==> src/rtl/spi_reg_controller.sv <==
// spi_reg_controller: turns the PICO byte stream (already in the iclk domain)
// into register-file writes and POCI mux select/load strobes. The first byte of
// a frame is the command (bit7 = read, bits[6:0] = start address); every later
// byte is write data, or a dummy byte that advances the read pointer.

module spi_reg_controller #(
    parameter int NUM_REGS = 16,
    parameter bit WRAP_EN  = 1'b1
) (
    input  logic       iclk,
    input  logic       rstn,
    input  logic [7:0] byte_in,
    input  logic       byte_valid,
    input  logic       frame_end,
    output logic       reg_wr_en,
    output logic [6:0] reg_wr_addr,
    output logic [7:0] reg_wr_data,
    output logic [6:0] rd_sel,
    output logic       rd_load,
    output logic       busy,
    output logic       addr_err,
    output logic [7:0] wr_count
);

    localparam logic [7:0] NUM_REGS_B = 8'(NUM_REGS);
    localparam logic [6:0] LAST_ADDR  = 7'(NUM_REGS - 1);

    typedef enum logic [1:0] {
        IDLE  = 2'd0,
        WRITE = 2'd1,
        READ  = 2'd2,
        ERR   = 2'd3
    } state_t;

    state_t     state_q, state_d;
    logic [6:0] ptr_q, ptr_d;
    logic       reg_wr_en_q, reg_wr_en_d;
    logic [6:0] reg_wr_addr_q, reg_wr_addr_d;
    logic [7:0] reg_wr_data_q, reg_wr_data_d;
    logic [6:0] rd_sel_q, rd_sel_d;
    logic       rd_load_q, rd_load_d;
    logic       addr_err_q, addr_err_d;
    logic [7:0] wr_count_q, wr_count_d;

    // Register every piece of state, including the strobes, so outputs are glitch-free.
    always_ff @(posedge iclk or negedge rstn) begin
        if (!rstn) begin
            state_q       <= IDLE;
            ptr_q         <= '0;
            reg_wr_en_q   <= 1'b0;
            reg_wr_addr_q <= '0;
            reg_wr_data_q <= '0;
            rd_sel_q      <= '0;
            rd_load_q     <= 1'b0;
            addr_err_q    <= 1'b0;
            wr_count_q    <= '0;
        end else begin
            state_q       <= state_d;
            ptr_q         <= ptr_d;
            reg_wr_en_q   <= reg_wr_en_d;
            reg_wr_addr_q <= reg_wr_addr_d;
            reg_wr_data_q <= reg_wr_data_d;
            rd_sel_q      <= rd_sel_d;
            rd_load_q     <= rd_load_d;
            addr_err_q    <= addr_err_d;
            wr_count_q    <= wr_count_d;
        end
    end

    // Next-state logic: the byte is handled first, then frame_end forces IDLE and clears ptr.
    always_comb begin
        state_d       = state_q;
        ptr_d         = ptr_q;
        reg_wr_en_d   = 1'b0;
        reg_wr_addr_d = reg_wr_addr_q;
        reg_wr_data_d = reg_wr_data_q;
        rd_sel_d      = rd_sel_q;
        rd_load_d     = 1'b0;
        addr_err_d    = addr_err_q;
        wr_count_d    = wr_count_q;

        case (state_q)
            IDLE: begin
                // A command arriving together with frame_end belongs to no frame and is dropped.
                if (byte_valid && !frame_end) begin
                    addr_err_d = 1'b0;
                    wr_count_d = '0;
                    if ({1'b0, byte_in[6:0]} >= NUM_REGS_B) begin
                        state_d    = ERR;
                        addr_err_d = 1'b1;
                    end else if (byte_in[7]) begin
                        state_d   = READ;
                        ptr_d     = byte_in[6:0];
                        rd_sel_d  = byte_in[6:0];
                        rd_load_d = 1'b1;
                    end else begin
                        state_d = WRITE;
                        ptr_d   = byte_in[6:0];
                    end
                end
            end

            WRITE: begin
                if (byte_valid) begin
                    reg_wr_en_d   = 1'b1;
                    reg_wr_addr_d = ptr_q;
                    reg_wr_data_d = byte_in;
                    if (wr_count_q != 8'hFF) begin
                        wr_count_d = wr_count_q + 8'd1;
                    end
                    if (ptr_q == LAST_ADDR) begin
                        if (WRAP_EN) begin
                            ptr_d = '0;
                        end else begin
                            state_d    = ERR;
                            addr_err_d = 1'b1;
                        end
                    end else begin
                        ptr_d = ptr_q + 7'd1;
                    end
                end
            end

            READ: begin
                // The dummy byte value is irrelevant; it only advances the read pointer.
                // Without wrap there is no register past the last one, so no load is issued.
                if (byte_valid) begin
                    if (ptr_q == LAST_ADDR) begin
                        if (WRAP_EN) begin
                            ptr_d     = '0;
                            rd_sel_d  = '0;
                            rd_load_d = 1'b1;
                        end else begin
                            state_d    = ERR;
                            addr_err_d = 1'b1;
                        end
                    end else begin
                        ptr_d     = ptr_q + 7'd1;
                        rd_sel_d  = ptr_q + 7'd1;
                        rd_load_d = 1'b1;
                    end
                end
            end

            ERR: begin
                state_d = ERR;
            end

            default: begin
                state_d = IDLE;
            end
        endcase

        if (frame_end) begin
            state_d = IDLE;
            ptr_d   = '0;
        end
    end

    assign reg_wr_en   = reg_wr_en_q;
    assign reg_wr_addr = reg_wr_addr_q;
    assign reg_wr_data = reg_wr_data_q;
    assign rd_sel      = rd_sel_q;
    assign rd_load     = rd_load_q;
    assign addr_err    = addr_err_q;
    assign wr_count    = wr_count_q;
    assign busy        = (state_q != IDLE);

endmodule

==> config.mk <==
export PLATFORM = sky130hd
export DESIGN_NAME = spi_reg_controller
export DESIGN_NICKNAME = d
export VERILOG_FILES = /design/src/rtl/spi_reg_controller.sv
export SDC_FILE = /design/constraint.sdc
export NUM_CORES = 1
export LEC_CHECK = 0
export CAP_MARGIN = 5
export CELL_PAD_IN_SITES_DETAIL_PLACEMENT = 2
export CELL_PAD_IN_SITES_GLOBAL_PLACEMENT = 2
export CORE_MARGIN = 2
export CORE_UTILIZATION = 31
export CTS_CLUSTER_SIZE = 24
export DETAILED_ROUTE_END_ITERATION = 8
export GPL_ROUTABILITY_DRIVEN = 0
export MAX_ROUTING_LAYER = met4
export PLACE_DENSITY = 0.84
export SLEW_MARGIN = 20
export SYNTH_ARGS = -nofsm -noshare
export SYNTH_HDL_FRONTEND = slang
export SYNTH_SLANG_ARGS = --single-unit
==> constraint.sdc <==
create_clock -name iclk -period 2.07 [get_ports iclk]
set_input_delay 0.207 -clock iclk [delete_from_list [all_inputs] [get_ports iclk]]
set_output_delay 0.207 -clock iclk [all_outputs]
set_load 0.005 [all_outputs]
==> reports/metrics.yaml, run 1 <==
worst_setup_path:
  crit_arrival_ns: 1.78
  cp-endpoint: "busy"
  path_buf_inv: 4
  crit_path_frequent_cell: "inv_1"
  worst_path_largest_cell_delay_ns: 0.49
  r2r_cells: 7
  cpLargestDelayFamily: "buffers and inverters"
  crit_type: "reg2out"
  cpMaxStageDelayCell: "clkdlybuf4s50_1"
  timing.rr.start: "state_q[0]"
  crit_start: "state_q[0]"
  path_max_fanout: 7
  required_ns: 1.86
  r2r_end: "wr_count[3]"
  crit_cells: 5
  start_kind: "flip-flop"
  rrSetupSlack_ns: 0.12
  crit_chain: "inv_1 -> ha_1 -> buf_4 -> inv_1 -> clkdlybuf4s50_1"
  critPathCaptureType: "primary output"
floorplan:
  start_util: 0.3171
  die_h_um: 86.91
  die_area_um2: 7552
  chipWidth_um: 86.91
  rows: 30
  pin_count: 46
  core-area_um2: 6719
power:
  peakVddDrop_mv: 0.5322
  p_per_area_nw_per_um2: 1272
  p_leak_nw: 1.236
place:
  dpl-instance-area_um2: 2746
  place_hpwl_mm: 4.580
  io_buffers: 45
global_routing:
  antenna_found_initial: 0
  grtUsageTotal: 0.1872
  grt_first_pass_wirelength_mm: 10.59
  grt_overflow: 0
  globalRouteMet2Util: 0.3158
  use_met3: 0.03318
  grt_pass1_vias: 2013
  grt.busiest_layer: "met2"
  use_met1: 0.2327
  grt_max_degree: 43
sta:
  fin_crit_sh: 0.9600
  worst_slew_margin_rel: 0.6881
  fmax_mhz: 503.2
  skew_ns: 0.005688
  worst_pin_slew_ns: 0.4635
  fin_crit_ns: 1.987
  setup_viol: 0
  fin_setup_tns_ns: 0
  hold_viol: 0
  drv_slew: 0
clock_network:
  cts_num_sinks: 42
  clk_latency_ns: 0.30
  cts_made_buffers: 5
  cts_max_level: 2
  cts-root-buf: "clkbuf_8"
  clk_path_buf_depth: 2
  path_clk_slew_ns: 0.08
  cts_tree: "done"
synthesis:
  seq_area_frac_synth: 0.4932
  synth_nets: 227
  synth_ff_type: "dfrtp_1"
  synth_edf_count: 0
  syn_inst: 209
  synth_area_per_cell_um2: 10.20
  synth_cell_type_count: 44
  synth_area_um2: 2131
  async_flop_share: 1.000
  synth-seq-cells: 42
  ys_warn_count: 0
cells_and_area:
  final_cell_mix: "44 x clkdlybuf4s50_1, 42 x dfrtp_1, 18 x nor2_1, 18 x nand2_1, 18 x buf_4"
  layout_commonest_cell: "clkdlybuf4s50_1"
  fin_nets: 288
  drive_gt1_frac: 0.1697
  fin_area_um2: 2933
  nFillCells: 724
  diodes: 0
  syn_to_final_growth_pct: 37.64
worst_hold_path:
  min_path_type: "in2async"
detailed_routing:
  first_pass_iters: 4
  drt_iter0_drc: 70
  ant_nets: 0
  totalWireLength_mm: 6.302
  viasPerCell: 5.325
  drc: 0
  via_count: 1869
  avgRoutedWirePerCell_um: 17.95
run:
  maxCapViolCount: 0
outcome:
  status: "finished clean"
==> report_power, final <==
group | internal, mW | leakage (nW) | switching, mW
Clock | 0.515 | 0.0714 | 0.305
Sequential | 1.07 | 0.542 | 0.195
Combinational | 0.891 | 0.623 | 0.752
Total | 2.48 | 1.24 | 1.25
==> synth_stat cells (2+ instances only) <==
library cell	count	area [um2]
o31ai_1	7	52.55
nor2_1	18	67.56
nand3b_1	2	15.01
dfrtp_1	42	1051
o21a_1	2	15.01
mux2_2	11	123.9
a211oi_1	3	22.52
a31oi_1	5	31.28
nand2b_1	3	18.77
xnor2_1	4	35.03
and3_1	2	12.51
nand3_1	8	40.04
buf_6	2	22.52
ha_1	6	75.07
inv_1	10	37.54
a21oi_1	9	45.04
nand2_1	18	67.56
clkbuf_1	6	22.52
o32ai_1	3	26.28
nor2b_1	4	25.02
o21ai_0	11	55.05
nor3_1	5	25.02
a311oi_1	4	35.03
mux2i_1	4	40.04
==> area by class of cell <==
class | count | area [um2] | area share
clock buffer | 6 | 82.58 | 0.02816
multi-input combinational | 145 | 987.2 | 0.3366
tap | 80 | 100.1 | 0.03413
timing repair buffer | 65 | 610.6 | 0.2082
inverter | 11 | 41.29 | 0.01408
sequential | 42 | 1051 | 0.3584
clock inverter | 2 | 60.06 | 0.02048
==> timing repair <==
| action | in CTS | in global routing |
|---|---|---|
| hold buffers | 1 | 0 |
| setup buffers | 0 | 3 |
| endpoints found under the setup margin | 0 | 5 |
| gates resized for setup | 0 | 2 |
| endpoints found under the hold margin | 42 | 0 |
==> routing by layer <==
layer  part of all wire  up-vias
li1                   -      867
met1               0.44      955
met3              0.027        6
met5                  0        -
met2               0.52       41
met4              0.011        0
==> worst register-to-register path: cells and delay by family, from the launching register on <==
family                   cells  cell delay (ns)
adder cells (fa/ha/maj)      1             0.30
buffers and inverters        2             0.33
AO/OA/AOI/OAI                1             0.17
AND/OR/NAND/NOR              3             0.63
flip-flops                   1             0.43
==> kinds of logic after synthesis <==
kind of cell | share of synthesized area
simple gates | 0.1538
mux | 0.08221
buf+inv | 0.04873
flops | 0.4932
xor+xnor | 0.01644
compound gates | 0.1703
fa+ha+maj | 0.03523
==> stage by stage <==
| step | worst slack, ns | hold slack, ns | std cells | util | power (mW) |
|---|---|---|---|---|---|
| 6_report | 0.08272 | 0.4029 | 351 | 0.4365 | 3.732 |
| 5_1_grt | -0.02210 | 0.4304 | 351 | 0.4365 | 4.010 |
| 4_1_cts | 0.07396 | 0.4093 | 348 | 0.4315 | 3.726 |
| 3_5_place_dp | 0.04270 | 0.2025 | 339 | 0.4088 | 2.872 |
| 3_3_place_gp | 0.1187 | 0.2016 | 339 | 0.4088 | 2.788 |
| 2_1_floorplan | 0.1838 | -0.08859 | 209 | - | 2.050 |
==> flip-flops by register name, indices dropped and copies added, names as in the netlist <==
register     count
state_q          2
reg_wr_en        1
ptr_q            7
reg_wr_addr      7
wr_count         8
reg_wr_data      8
addr_err         1
rd_load          1
rd_sel           7
==> how the worst min path moves through the flow <==
stage / startpoint / end / slack (ns) / cells past startpoint
after floorplan: rstn / addr_err / -0.09 / 0
after global placement: rstn / reg_wr_data[0] / 0.20 / 2
after detailed placement: rstn / reg_wr_data[0] / 0.20 / 2
after CTS: rstn / rd_sel[3] / 0.41 / 3
after global routing: rstn / reg_wr_data[0] / 0.43 / 3
final: rstn / reg_wr_data[0] / 0.40 / 3
No activity file was read; power rests on OpenSTA's default activity.
==> run 2, diff against run 1 <==
CAP_MARGIN = not set   (was 5)
==> results of run 2 <==
The final DEF is identical to that of run 1; final timing and power are the same.
